<file path="src/rtl/pio_bank_pkg.sv">
// Shared definitions for the PIO bank: bus width, register map and debounce states.
package pio_bank_pkg;

  localparam int unsigned BUS_W = 32;

  localparam logic [2:0] ADDR_DATA_IN   = 3'd0;
  localparam logic [2:0] ADDR_DATA_OUT  = 3'd1;
  localparam logic [2:0] ADDR_IRQ_MASK  = 3'd2;
  localparam logic [2:0] ADDR_EDGE_CAP  = 3'd3;
  localparam logic [2:0] ADDR_OUT_SET   = 3'd4;
  localparam logic [2:0] ADDR_OUT_CLR   = 3'd5;
  localparam logic [2:0] ADDR_EDGE_MODE = 3'd6;

  typedef enum logic {
    DB_STABLE   = 1'b0,
    DB_SETTLING = 1'b1
  } db_state_e;

endpackage

</file>
<file path="src/rtl/pio_debounce.sv">
// Single-bit debouncer: synchronised input in, accepted value out.
// Debounce FSM is built only when PIO_BANK_DEBOUNCE_EN is defined; otherwise a pass-through.
module pio_debounce
  import pio_bank_pkg::*;
#(
  parameter int unsigned DEBOUNCE_CYCLES = 50000
) (
  input  logic clk,
  input  logic reset,
  input  logic load_i,
  input  logic din_i,
  output logic acc_o
);

`ifdef PIO_BANK_DEBOUNCE_EN
  localparam int unsigned CW = $clog2(DEBOUNCE_CYCLES);
  localparam logic [CW-1:0] LAST = CW'(DEBOUNCE_CYCLES - 1);

  db_state_e     state_q, state_d;
  logic [CW-1:0] cnt_q, cnt_d;
  logic          acc_q, acc_d;

  always_ff @(posedge clk) begin
    if (reset) begin
      state_q <= DB_STABLE;
      cnt_q   <= '0;
      acc_q   <= 1'b0;
    end else begin
      state_q <= state_d;
      cnt_q   <= cnt_d;
      acc_q   <= acc_d;
    end
  end

  // The first differing cycle counts as 1, so acceptance follows DEBOUNCE_CYCLES stable samples.
  always_comb begin
    state_d = state_q;
    cnt_d   = cnt_q;
    acc_d   = acc_q;
    if (load_i) begin
      state_d = DB_STABLE;
      cnt_d   = '0;
      acc_d   = din_i;
    end else begin
      case (state_q)
        DB_STABLE: begin
          if (din_i != acc_q) begin
            state_d = DB_SETTLING;
            cnt_d   = CW'(1);
          end
        end
        DB_SETTLING: begin
          if (din_i == acc_q) begin
            state_d = DB_STABLE;
            cnt_d   = '0;
          end else if (cnt_q >= LAST) begin
            state_d = DB_STABLE;
            cnt_d   = '0;
            acc_d   = din_i;
          end else begin
            cnt_d = cnt_q + CW'(1);
          end
        end
        default: state_d = DB_STABLE;
      endcase
    end
  end

  always_comb begin
    acc_o = load_i ? din_i : acc_q;
  end
`else
  localparam int unsigned unused_db_cycles = DEBOUNCE_CYCLES;
  logic unused_ctl;
  assign unused_ctl = clk ^ reset ^ load_i;

  always_comb begin
    acc_o = din_i;
  end
`endif

endmodule

</file>
<file path="src/rtl/pio_bank.sv">
// Avalon-MM PIO bank: synchronised/debounced inputs with edge capture and irq, registered outputs.
// Optional debounce FSM per input selected by PIO_BANK_DEBOUNCE_EN.
module pio_bank
  import pio_bank_pkg::*;
#(
  parameter int unsigned IN_WIDTH        = 4,
  parameter int unsigned OUT_WIDTH       = 8,
  parameter int unsigned DEBOUNCE_CYCLES = 50000
) (
  input  logic                 clk,
  input  logic                 reset,
  input  logic [2:0]           address,
  input  logic                 read,
  input  logic                 write,
  input  logic [31:0]          writedata,
  output logic [31:0]          readdata,
  output logic                 irq,
  input  logic [IN_WIDTH-1:0]  pio_in,
  output logic [OUT_WIDTH-1:0] pio_out
);

  logic [IN_WIDTH-1:0]  sync1_q, sync2_q, acc, prev_q, edge_vec, wd_in, w1c;
  logic [IN_WIDTH-1:0]  mask_q, mask_d, cap_q, cap_d, mode_q, mode_d;
  logic [OUT_WIDTH-1:0] out_q, out_d, wd_out;
  logic [BUS_W-1:0]     rdata_q, rdata_d, rd_mux;
  logic                 irq_q, irq_d, first_q;
  logic                 unused_wd;

  assign wd_in     = writedata[IN_WIDTH-1:0];
  assign wd_out    = writedata[OUT_WIDTH-1:0];
  assign unused_wd = ^writedata;

  always_ff @(posedge clk) begin
    sync1_q <= pio_in;
    sync2_q <= sync1_q;
  end

  for (genvar i = 0; i < IN_WIDTH; i++) begin : g_db
    pio_debounce #(
      .DEBOUNCE_CYCLES(DEBOUNCE_CYCLES)
    ) u_db (
      .clk   (clk),
      .reset (reset),
      .load_i(first_q),
      .din_i (sync2_q[i]),
      .acc_o (acc[i])
    );
  end

  // first_q marks the cycle after reset: accepted value loads and edges are suppressed.
  always_ff @(posedge clk) begin
    first_q <= reset;
    prev_q  <= acc;
  end

  assign edge_vec = first_q ? '0
                  : ((acc & ~prev_q & ~mode_q) | (~acc & prev_q & mode_q));

  always_comb begin
    rd_mux = '0;
    case (address)
      ADDR_DATA_IN:   rd_mux[IN_WIDTH-1:0]  = acc;
      ADDR_DATA_OUT:  rd_mux[OUT_WIDTH-1:0] = out_q;
      ADDR_IRQ_MASK:  rd_mux[IN_WIDTH-1:0]  = mask_q;
      ADDR_EDGE_CAP:  rd_mux[IN_WIDTH-1:0]  = cap_q;
      ADDR_EDGE_MODE: rd_mux[IN_WIDTH-1:0]  = mode_q;
      default:        rd_mux = '0;
    endcase
    rdata_d = read ? rd_mux : '0;

    out_d  = out_q;
    mask_d = mask_q;
    mode_d = mode_q;
    w1c    = '0;
    if (write) begin
      case (address)
        ADDR_DATA_OUT:  out_d  = wd_out;
        ADDR_IRQ_MASK:  mask_d = wd_in;
        ADDR_EDGE_CAP:  w1c    = wd_in;
        ADDR_OUT_SET:   out_d  = out_q | wd_out;
        ADDR_OUT_CLR:   out_d  = out_q & ~wd_out;
        ADDR_EDGE_MODE: mode_d = wd_in;
        default:        out_d  = out_q;
      endcase
    end
    cap_d = (cap_q & ~w1c) | edge_vec;
    irq_d = |(cap_q & mask_q);
  end

  always_ff @(posedge clk) begin
    if (reset) begin
      out_q   <= '0;
      mask_q  <= '0;
      cap_q   <= '0;
      mode_q  <= '0;
      irq_q   <= 1'b0;
      rdata_q <= '0;
    end else begin
      out_q   <= out_d;
      mask_q  <= mask_d;
      cap_q   <= cap_d;
      mode_q  <= mode_d;
      irq_q   <= irq_d;
      rdata_q <= rdata_d;
    end
  end

  assign pio_out  = out_q;
  assign irq      = irq_q;
  assign readdata = rdata_q;

endmodule
</file>
<file path="config.mk">
export PLATFORM = sky130hd
export DESIGN_NAME = pio_bank
export DESIGN_NICKNAME = d
export VERILOG_FILES = /design/src/rtl/pio_bank_pkg.sv /design/src/rtl/pio_debounce.sv /design/src/rtl/pio_bank.sv
export SDC_FILE = /design/constraint.sdc
export NUM_CORES = 1
export LEC_CHECK = 0
export CAP_MARGIN = 10
export CORE_AREA = 4 4 64 66
export DETAILED_ROUTE_END_ITERATION = 12
export DIE_AREA = 0 0 68 70
export DONT_BUFFER_PORTS = 1
export PLACE_DENSITY = 0.69
export SYNTH_ARGS = -nofsm -noshare
export SYNTH_HDL_FRONTEND = slang
export SYNTH_SLANG_ARGS = --single-unit
</file>
<file path="constraint.sdc">
create_clock -name clk -period 1.9 [get_ports clk]
set_clock_uncertainty 0.2 [all_clocks]
set_input_delay 0 -clock clk [delete_from_list [all_inputs] [get_ports clk]]
set_output_delay 0 -clock clk [all_outputs]
set_load 0.01 [all_outputs]
</file>
==> out/metrics.yaml, run 1 <==
outcome: "finished clean"
ys_seq_area_share_pct: 44.3
netlist_area_um2: 1900
drc: 0
postSynthCellCount: 190
min_path_type: "primary input to flop"
stdcell_count: 285
p_clk_share_pct: 33.6
p_sw_share_pct: 24.8
holdWs_ns: 0.0393
grt_pass1_vias: 1438
hpwl_mm: 2.66
p_per_area_nw_per_um2: 720
routedWlPerCell_um: 15.8
vias_per_cell: 5.24
setup_viol: 0
cts.sinks: 42
worst-setup-path-type: "primary input to flop"
yosysWarnings: 0
peakVddDrop_v: 0.000550
core_area_um2: 3580
port_buffers: 0
power_frac_seq_pct: 54.1
synthArstFlopShare_pct: 0
intPower_w: 0.00130
start_util_pct: 53.0
postSynthAreaPerCell_um2: 9.99
drtIter0Drc: 125
dieWidth_um: 68
cts_tree: "yes"
boundaryPins: 84
cts_made_buffers: 5
critPathArrivalTime_ns: 1.93
n_antenna_cell: 0
synth_top_family_by_area: "simple AND/OR/NAND/NOR gates"
grt_usage_pct: 19.4
numPlacedInstances: 226
clkSlewWorstSetupHoldPaths_ns: 0.14
leakage_nw: 0.978
synth_compound_area_share_pct: 14.2
switchingPower_w: 0.000429
routed-via-count: 1494
synthAdderAreaFrac_pct: 0
first_pass_iters: 4
ant_nets: 0
timing.final.max_slew_violations: 0
required_ns: 1.97
grt_overflow: 0
setup_slack_ns: 0.0357
fin_tns_setup_ns: 0
die_h_um: 70
drt-total-wl_mm: 4.49
cts_root_buf: "clkbuf_4"
cp_max_fo: 21
syn_to_final_growth_pct: 26.9
grt_max_degree: 25
synthDistinctLibCells: 34
num_rows: 22
end_kind: "flop"
clockBufferDepth: 2
h-tree-depth: 2
die_area_um2: 4760
pre_cts_slack_ns: 0.613
yosys.area_share.simple_pct: 18.1
synthMuxAreaShare_pct: 7.98
insertion_delay_ns: 0.36
gp_congestion: 0.858
maxCapViolCount: 0
slew_headroom_pct: 42.4
r2r_slack_ns: 0.24
ys_ff_latch: 42
antenna_found_initial: 0
drive_gt1_share_pct: 7.17
synth_ff_type: "dfxtp_1"
power.share.combinational_pct: 12.4
grt_pass1_wl_mm: 6.98
rsz0062_at_grt: "false"
max_slew.worst_pin.slew_ns: 0.861
fin_nets: 279
crit_path_start_kind: "primary input"
hold_violations: 0
synth_edf_count: 0
max_freq_mhz: 536
final.period_utilization_pct: 98.1
min_period_ns: 1.86
synth_xor_area_share_pct: 1.45
[what timing repair did]
item	4_1_cts	5_1_grt
endpoints found under the setup margin	0	7
resized for setup	0	5
hold buffers	50	1
setup buffers	0	0
endpoints found under the hold margin	34	2
[cells in the mapped netlist, types with 4 or more instances]
| cell | n | area, µm² |
|---|---|---|
| dfxtp_1 | 42 | 841 |
| buf_4 | 26 | 195 |
| a21oi_1 | 14 | 70.1 |
| mux2i_1 | 14 | 140 |
| nor2_1 | 9 | 33.8 |
| nand3_1 | 8 | 40.0 |
| nor3b_1 | 8 | 60.1 |
| o31ai_1 | 8 | 60.1 |
| and2_1 | 5 | 31.3 |
| buf_2 | 5 | 25.0 |
| inv_1 | 5 | 18.8 |
| a21o_1 | 4 | 30.0 |
| nand3b_1 | 4 | 30.0 |
| o21ai_0 | 4 | 20.0 |
| or3b_1 | 4 | 35.0 |
[registers in the layout (all words and copies together), names as in the netlist, 4 cells and up]
| signal | cells |
|---|---|
| pio_out | 8 |
| readdata | 8 |
| cap_q | 4 |
| mask_q | 4 |
| mode_q | 4 |
| prev_q | 4 |
| sync1_q | 4 |
| sync2_q | 4 |
[power groups by stage]
stage / registers (W) / clock network [W] / logic [W]
floorplan: 0.000949 / 0 / 0.000161
global placement: 0.000955 / 0 / 0.000105
detailed placement: 0.000957 / 0 / 0.000108
CTS: 0.000938 / 0.000596 / 0.000205
global route: 0.000942 / 0.000632 / 0.000234
finish: 0.000938 / 0.000582 / 0.000215
[worst max-delay path: stages]
cell,delay [ns]
dlygate4sd3_1,0.64
nand2b_2,0.27
o31ai_1,0.30
a21oi_1,0.11
dlygate4sd3_1,0.61
[metrics by stage]
stage	util [%]	cell area, µm²	total power (W)
5_1_grt	67.3	2410	0.00181
2_1_floorplan	-	1980	0.00111
4_1_cts	66.6	2380	0.00174
3_3_place_gp	50.3	1800	0.00106
6_report	67.3	2410	0.00173
3_5_place_dp	50.3	1800	0.00107
[layer usage]
layer,vias up,global-route usage (%),part of all wire [%]
li1,712,-,-
met1,703,22.8,39
met2,72,31.8,52
met3,7,5.31,8.1
met4,0,8.83,1.4
met5,-,0,0
[cell families (layout without fill, tap and decap cells)]
| group | Yosys count | in the layout |
|---|---|---|
| AND/OR/NAND/NOR | 50 | 50 |
| XOR/XNOR | 1 | 1 |
| other | 1 | 24 |
| multiplexers | 15 | 15 |
| buffers and inverters | 40 | 64 |
| flip-flops | 42 | 42 |
| AO/OA/AOI/OAI | 41 | 41 |
[final timing paths]
kind	start	end	cells past startpoint
worst min register to register	sync1_q[3]	sync2_q[3]	0
worst max register to register	mask_q[3]	readdata[3]	4
worst min-delay path	writedata[3]	cap_q[3]	4
worst max-delay path	address[1]	pio_out[3]	5
[final cells by class]
| type | instances | area (µm²) |
|---|---|---|
| flip-flops and latches | 42 | 841 |
| fillers | 286 | 1170 |
| clock buffers | 5 | 37.5 |
| inverters | 5 | 18.8 |
| well taps | 48 | 60.1 |
| clock inverters | 3 | 43.8 |
| multi-input cells | 131 | 890 |
| repair buffers | 51 | 518 |
[placed cells by master, fill, tap and decap left out, types with 2 or more instances in the layout]
cell             n
nor2_1           9
a2bb2oi_1        3
conb_1          24
mux2i_1         14
clkbuf_4         5
dlygate4sd3_1   48
o21ai_0          4
a21oi_1         14
o22ai_1          3
and2_1           5
nand3b_1         4
and4bb_2         2
and3b_1          2
a21o_1           4
or3b_1           4
dfxtp_1         42
nand3_1          8
o31ai_1          7
dlymetal6s4s_1   3
nor3b_1          8
nand2b_1         2
a22oi_1          2
inv_1            5
Note: power is estimated with default switching activity, not from simulation.
==> run 2: changes to the inputs <==
--- a/config.mk
+++ b/config.mk
@@ -6,11 +6,11 @@
 export NUM_CORES = 1
 export LEC_CHECK = 0
 export CAP_MARGIN = 10
-export CORE_AREA = 4 4 64 66
+export CORE_AREA = 4 4 66 68
 export DETAILED_ROUTE_END_ITERATION = 12
-export DIE_AREA = 0 0 68 70
+export DIE_AREA = 0 0 70 72
 export DONT_BUFFER_PORTS = 1
-export PLACE_DENSITY = 0.69
+export PLACE_DENSITY = 0.65
 export SYNTH_ARGS = -nofsm -noshare
 export SYNTH_HDL_FRONTEND = slang
 export SYNTH_SLANG_ARGS = --single-unit
==> out/metrics.yaml, run 2 (synthesis results as in run 1) <==
grt_pass1_vias: 1491  # +3.7%
fill_cells: 339  # +19%
fin_tns_setup_ns: 0  # unchanged
cp_top_family: "buffers and inverters"
n_antenna_cell: 0  # unchanged
ant_nets: 0  # unchanged
leakage_nw: 0.903  # -7.7%
setup_slack_ns: 0.106  # +0.0707 ns
end_kind: "flop"
min_period_ns: 1.79  # -0.0707 ns
pre_cts_slack_ns: 0.610  # -0.00312 ns
cts.sinks: 42  # unchanged
placed_area_um2: 1800  # +0.14%
max_slew.worst_pin.slew_ns: 0.894  # +0.0328 ns
timing.final.max_slew_violations: 0  # unchanged
peakVddDrop_v: 0.000506  # -7.9%
die_area_um2: 5040  # +5.9%
cp_max_fo: 24  # +14%
outcome: "finished clean"
die_h_um: 72  # +2.9%
boundaryPins: 84  # unchanged
p_per_area_nw_per_um2: 803  # +12%
cts_tree: "yes"
ff_latch_area_um2: 841  # unchanged
antenna_found_initial: 0  # unchanged
postCtsHoldBufs: 39  # -22%
crit_slowest_cell: "dlygate4sd3_1"
rsz0062_at_grt: "false"
met3_usage_pct: 5.96  # +0.65 points
grt_max_degree: 25  # unchanged
drtIter0Drc: 103  # -18%
cts_resized: 0  # unchanged
holdWs_ns: 0.0363  # -0.00296 ns
path_buf_inv: 1  # -1
core_area_um2: 3860  # +7.8%
worstPathCellList: "dlygate4sd3_1, nand4bb_1, nor2_1, and2_1"
grt_overflow: 0  # unchanged
grt.met2_usage_pct: 34.5  # +2.7 points
dieWidth_um: 70  # +2.9%
first_pass_iters: 4  # unchanged
slew_headroom_pct: 40.2  # -2.2 points
final_area_um2: 2310  # -4.2%
grtUsageMet1_pct: 20.9  # -1.8 points
drive_gt1_share_pct: 6.67  # -0.51 points
drt-total-wl_mm: 4.51  # +0.38%
clkSlewWorstSetupHoldPaths_ns: 0.09  # -0.05 ns
final_cell_mix: "dfxtp_1 (42), dlygate4sd3_1 (39), conb_1 (24)"
crit_path_start_kind: "primary input"
syn_to_final_growth_pct: 21.6
vias_per_cell: 5.31  # +1.3%
hpwl_mm: 2.76  # +3.8%
routedWlPerCell_um: 16.4  # +4.0%
grt_pass1_wl_mm: 7.55  # +8.2%
port_buffers: 0  # unchanged
post_cts_buffers: 0  # unchanged
cts_made_buffers: 5  # unchanged
num_rows: 23  # +4.5%
maxCapViolCount: 0  # unchanged
h-tree-depth: 2  # unchanged
gp_congestion: 0.842  # -1.9%
routed-via-count: 1461  # -2.2%
max_freq_mhz: 558  # +3.9%
max_stage_delay_ns: 1.12  # +0.48 ns
grt.busiest_layer: "met2"
final_common_cell: "dfxtp_1"
multi_input_area_um2: 882  # -0.84%
min_path_type: "primary input to flop"
grt_usage_pct: 19.1  # -0.23 points
final.period_utilization_pct: 94.4  # -3.7 points
setup_viol: 0  # unchanged
drc: 0  # unchanged
critPathArrivalTime_ns: 1.79  # -0.14 ns
required_ns: 1.90  # -0.07 ns
fin_nets: 267  # -4.3%
cts_root_buf: "clkbuf_8"
worst-setup-path-type: "primary input to flop"
insertion_delay_ns: 0.30  # -0.06 ns
clockBufferDepth: 2  # unchanged
start_util_pct: 49.2  # -3.8 points
hold_violations: 0  # unchanged
## run 2: worst paths after layout
path              slack (ns)  depth (start not counted)     endpoint       start
hold reg to reg         0.13                          0   sync2_q[3]  sync1_q[3]
setup reg to reg        0.38                          3  readdata[1]  pio_out[1]
setup / recovery        0.11                          4  readdata[4]       reset
hold / removal          0.04                          1   sync1_q[1]   pio_in[1]
## run 2: final cells by class
class                           count  area share [%]
Timing Repair Buffer               39            16.9
Inverter                            5           0.813
Multi-Input combinational cell    131            38.2
Tap cell                           50            2.71
Clock inverter                      3            1.90
Clock buffer                        5            2.98
Sequential cell                    42            36.4
## run 2: worst reg2reg max path: stages, from the launching register on
cell and delay (ns):
dfxtp_1 0.42, mux2i_1 0.09, dlygate4sd3_1 0.57, o22ai_1 0.17
## run 2: per-layer routing
layer  vias up  wire length [µm]
met4         0                91
li1        688                 -
met2        58              2340
met5         -                 0
met1       707              1770
met3         8               307
## run 2: power breakdown
part	switching (W)	leakage [nW]	internal, W	total (W)
logic	0.000101	0.499	0.0000966	0.000198
clock network	0.000325	0.0585	0.000394	0.000719
registers	0.0000265	0.345	0.000911	0.000937
total	0.000452	0.903	0.00140	0.00185
## run 2: stage by stage
stage,total power [W],instances,util (%)
2_1_floorplan,0.00111,213,-
3_3_place_gp,0.00106,228,46.8
3_5_place_dp,0.00107,228,46.8
4_1_cts,0.00186,275,59.8
5_1_grt,0.00194,275,59.8
6_report,0.00185,275,59.8
==> run 3: changes to the inputs <==
--- a/config.mk
+++ b/config.mk
@@ -5,12 +5,12 @@
 export SDC_FILE = /design/constraint.sdc
 export NUM_CORES = 1
 export LEC_CHECK = 0
+export BUFFER_PORTS_ARGS = -buffer_cell sky130_fd_sc_hd__buf_2
 export CAP_MARGIN = 10
-export CORE_AREA = 4 4 66 68
+export CORE_AREA = 4 4 69 71
 export DETAILED_ROUTE_END_ITERATION = 12
-export DIE_AREA = 0 0 70 72
-export DONT_BUFFER_PORTS = 1
-export PLACE_DENSITY = 0.65
+export DIE_AREA = 0 0 73 75
+export PLACE_DENSITY = 0.78
 export SYNTH_ARGS = -nofsm -noshare
 export SYNTH_HDL_FRONTEND = slang
 export SYNTH_SLANG_ARGS = --single-unit
==> constraint.sdc (replaced) <==
create_clock -name clk -period 1.7 [get_ports clk]
set_clock_uncertainty 0.2 [all_clocks]
set_input_delay 0 -clock clk [delete_from_list [all_inputs] [get_ports clk]]
set_output_delay 0 -clock clk [all_outputs]
set_load 0.01 [all_outputs]
==> out/metrics.yaml, run 3 (synthesis results as in run 1) <==
min_path_cells: 3  # +2
power.share.combinational_pct: 11.9  # +1.2 points
start_util_pct: 44.8  # -4.4 points
switchingPower_w: 0.000494  # +9.1%
dieWidth_um: 73  # +4.3%
intPower_w: 0.00157  # +12%
vias_per_cell: 5.02  # -5.5%
end_kind: "flop"
grt_overflow: 0  # unchanged
clockBufferDepth: 2  # unchanged
drc: 0  # unchanged
routed-via-count: 1511  # +3.4%
final.period_utilization_pct: 97.3
cp_max_fo: 2  # -92%
setup_viol: 0  # unchanged
insertion_delay_ns: 0.30  # about the same
drtIter0Drc: 108  # +4.9%
multi_input_area_um2: 892  # +1.1%
drt-total-wl_mm: 4.10  # -9.0%
hpwl_mm: 2.78  # +0.43%
pre_cts_slack_ns: 0.341  # -0.269 ns
wl_met1_mm: 1.77  # -0.28%
numPlacedInstances: 269  # +18%
r2r_start: "pio_out[1]"
r2r_cells: 3  # unchanged
crit_path_start_kind: "primary input"
cts_root_buf: "clkbuf_8"
setup_slack_ns: 0.0459  # -0.0606 ns
num_rows: 24  # +4.3%
antenna_found_initial: 0  # unchanged
dr_wl_met2_mm: 1.97  # -16%
h-tree-depth: 2  # unchanged
power_frac_seq_pct: 50.4  # -0.2 points
syn_to_final_growth_pct: 25.0
cts.sinks: 42  # unchanged
whs_endpoint: "readdata[2]"
cts_tree: "yes"
post_cts_buffers: 0  # unchanged
stdcell_count: 301  # +9.5%
first_pass_iters: 4  # unchanged
hp-start: "address[0]"
p_sw_share_pct: 23.9  # -0.46 points
boundaryPins: 84  # unchanged
fill_cells: 381  # +12%
grt_pass1_wl_mm: 6.72  # -11%
clkSlewWorstSetupHoldPaths_ns: 0.09  # about the same
core_area_um2: 4230  # +9.8%
p_clk_share_pct: 37.7  # -1.1 points
worst-setup-path-type: "primary input to flop"
cts_made_buffers: 5  # unchanged
timing.final.max_slew_violations: 0  # unchanged
hold_violations: 0  # unchanged
min_period_ns: 1.65
power_w: 0.00206  # +11%
die_h_um: 75  # +4.2%
n_antenna_cell: 0  # unchanged
max_freq_mhz: 605
r2r-end: "pio_out[1]"
grt_usage_pct: 16.0  # -3.1 points
leakage_nw: 1.07  # +18%
dr.max_layer_used: "met4"
final_common_cell: "dfxtp_1"
outcome: "finished clean"
wl_met3_um: 287  # -6.5%
routedWlPerCell_um: 13.6  # -17%
p_per_area_nw_per_um2: 869  # +8.2%
port_buffers: 35  # +35
grt_pass1_vias: 1442  # -3.3%
gp_congestion: 0.845  # +0.37%
ant_nets: 0  # unchanged
fin_nets: 291  # +9.0%
die_area_um2: 5480  # +8.6%
min_path_type: "primary input to flop"
maxCapViolCount: 0  # unchanged
peakVddDrop_v: 0.000660  # +30%
r2r_slack_ns: 0.28  # -0.10 ns
final_cell_mix: "dfxtp_1 (42), buf_2 (35), conb_1 (24), dlygate4sd3_1 (24)"
ff_latch_area_um2: 841  # unchanged
required_ns: 1.74  # -0.16 ns
critPathArrivalTime_ns: 1.69  # -0.10 ns
drive_gt1_share_pct: 22.1  # +15 points
utilization_pct: 56.0  # -3.8 points
grt_max_degree: 24  # -4.0%
[run 3: cell types whose count changed in the layout (fill, tap and decap cells not counted)]
cell           previous run  this run
buf_4                     0         4
nor3b_1                   8         6
clkbuf_1                  0         1
buf_2                     0        35
dlygate4sd3_1            39        24
clkinvlp_4                0         1
clkinv_2                  1         0
inv_6                     1         0
nor3b_2                   0         2
[run 3: worst max-delay path by stage]
stage	from	endpoint	slack [ns]
after floorplan	mode_q[1]	cap_q[1]	0.50
after global placement	address[2]	readdata[7]	0.39
after detailed placement	address[2]	readdata[4]	0.34
after CTS	writedata[0]	pio_out[0]	0.07
after global routing	writedata[6]	pio_out[6]	-0.002
final	writedata[7]	pio_out[7]	0.05
[run 3: worst max-delay path, cell delays in order]
cell and delay, ns:
dlygate4sd3_1 0.53, buf_2 0.13, nor3b_1 0.20, o31ai_1 0.09, a21oi_1 0.15, dlygate4sd3_1 0.58
[run 3: timing repair]
item	in CTS	in global routing
hold buffers	24	0
gates resized for setup	0	2
setup endpoints to repair	0	2
hold endpoints to repair	29	0
[run 3: layout make-up]
class                   instances  share of cell area, %
flip-flops and latches         42                   35.4
multi-input cells             131                   37.6
repair buffers                 63                   18.8
clock buffers                   6                   3.06
clock inverters                 2                   1.58
inverters                       5                  0.791
well taps                      52                   2.74
[run 3: stage by stage]
stage,hold slack [ns],instance area (µm²),setup TNS [ns]
after global placement,-0.0978,2010,0
final,0.0201,2370,0
after CTS,0.00740,2360,0
after floorplan,-0.172,1980,0
after global routing,0.0316,2370,-0.00227
after detailed placement,-0.0961,2010,0
[run 3: routing by layer]
layer / GRT usage (%) / up-vias
li1: - / 738
met1: 20.1 / 705
met2: 26.1 / 59
met3: 4.01 / 9
met4: 6.76 / 0
met5: 0 / -
[run 3: power by group through the flow]
stage / Sequential [W] / Combinational, W / Clock, W
2_1_floorplan: 0.00106 / 0.000180 / 0
3_3_place_gp: 0.00106 / 0.000198 / 0
3_5_place_dp: 0.00106 / 0.000202 / 0
4_1_cts: 0.00104 / 0.000240 / 0.000791
5_1_grt: 0.00104 / 0.000271 / 0.000829
6_report: 0.00104 / 0.000246 / 0.000777
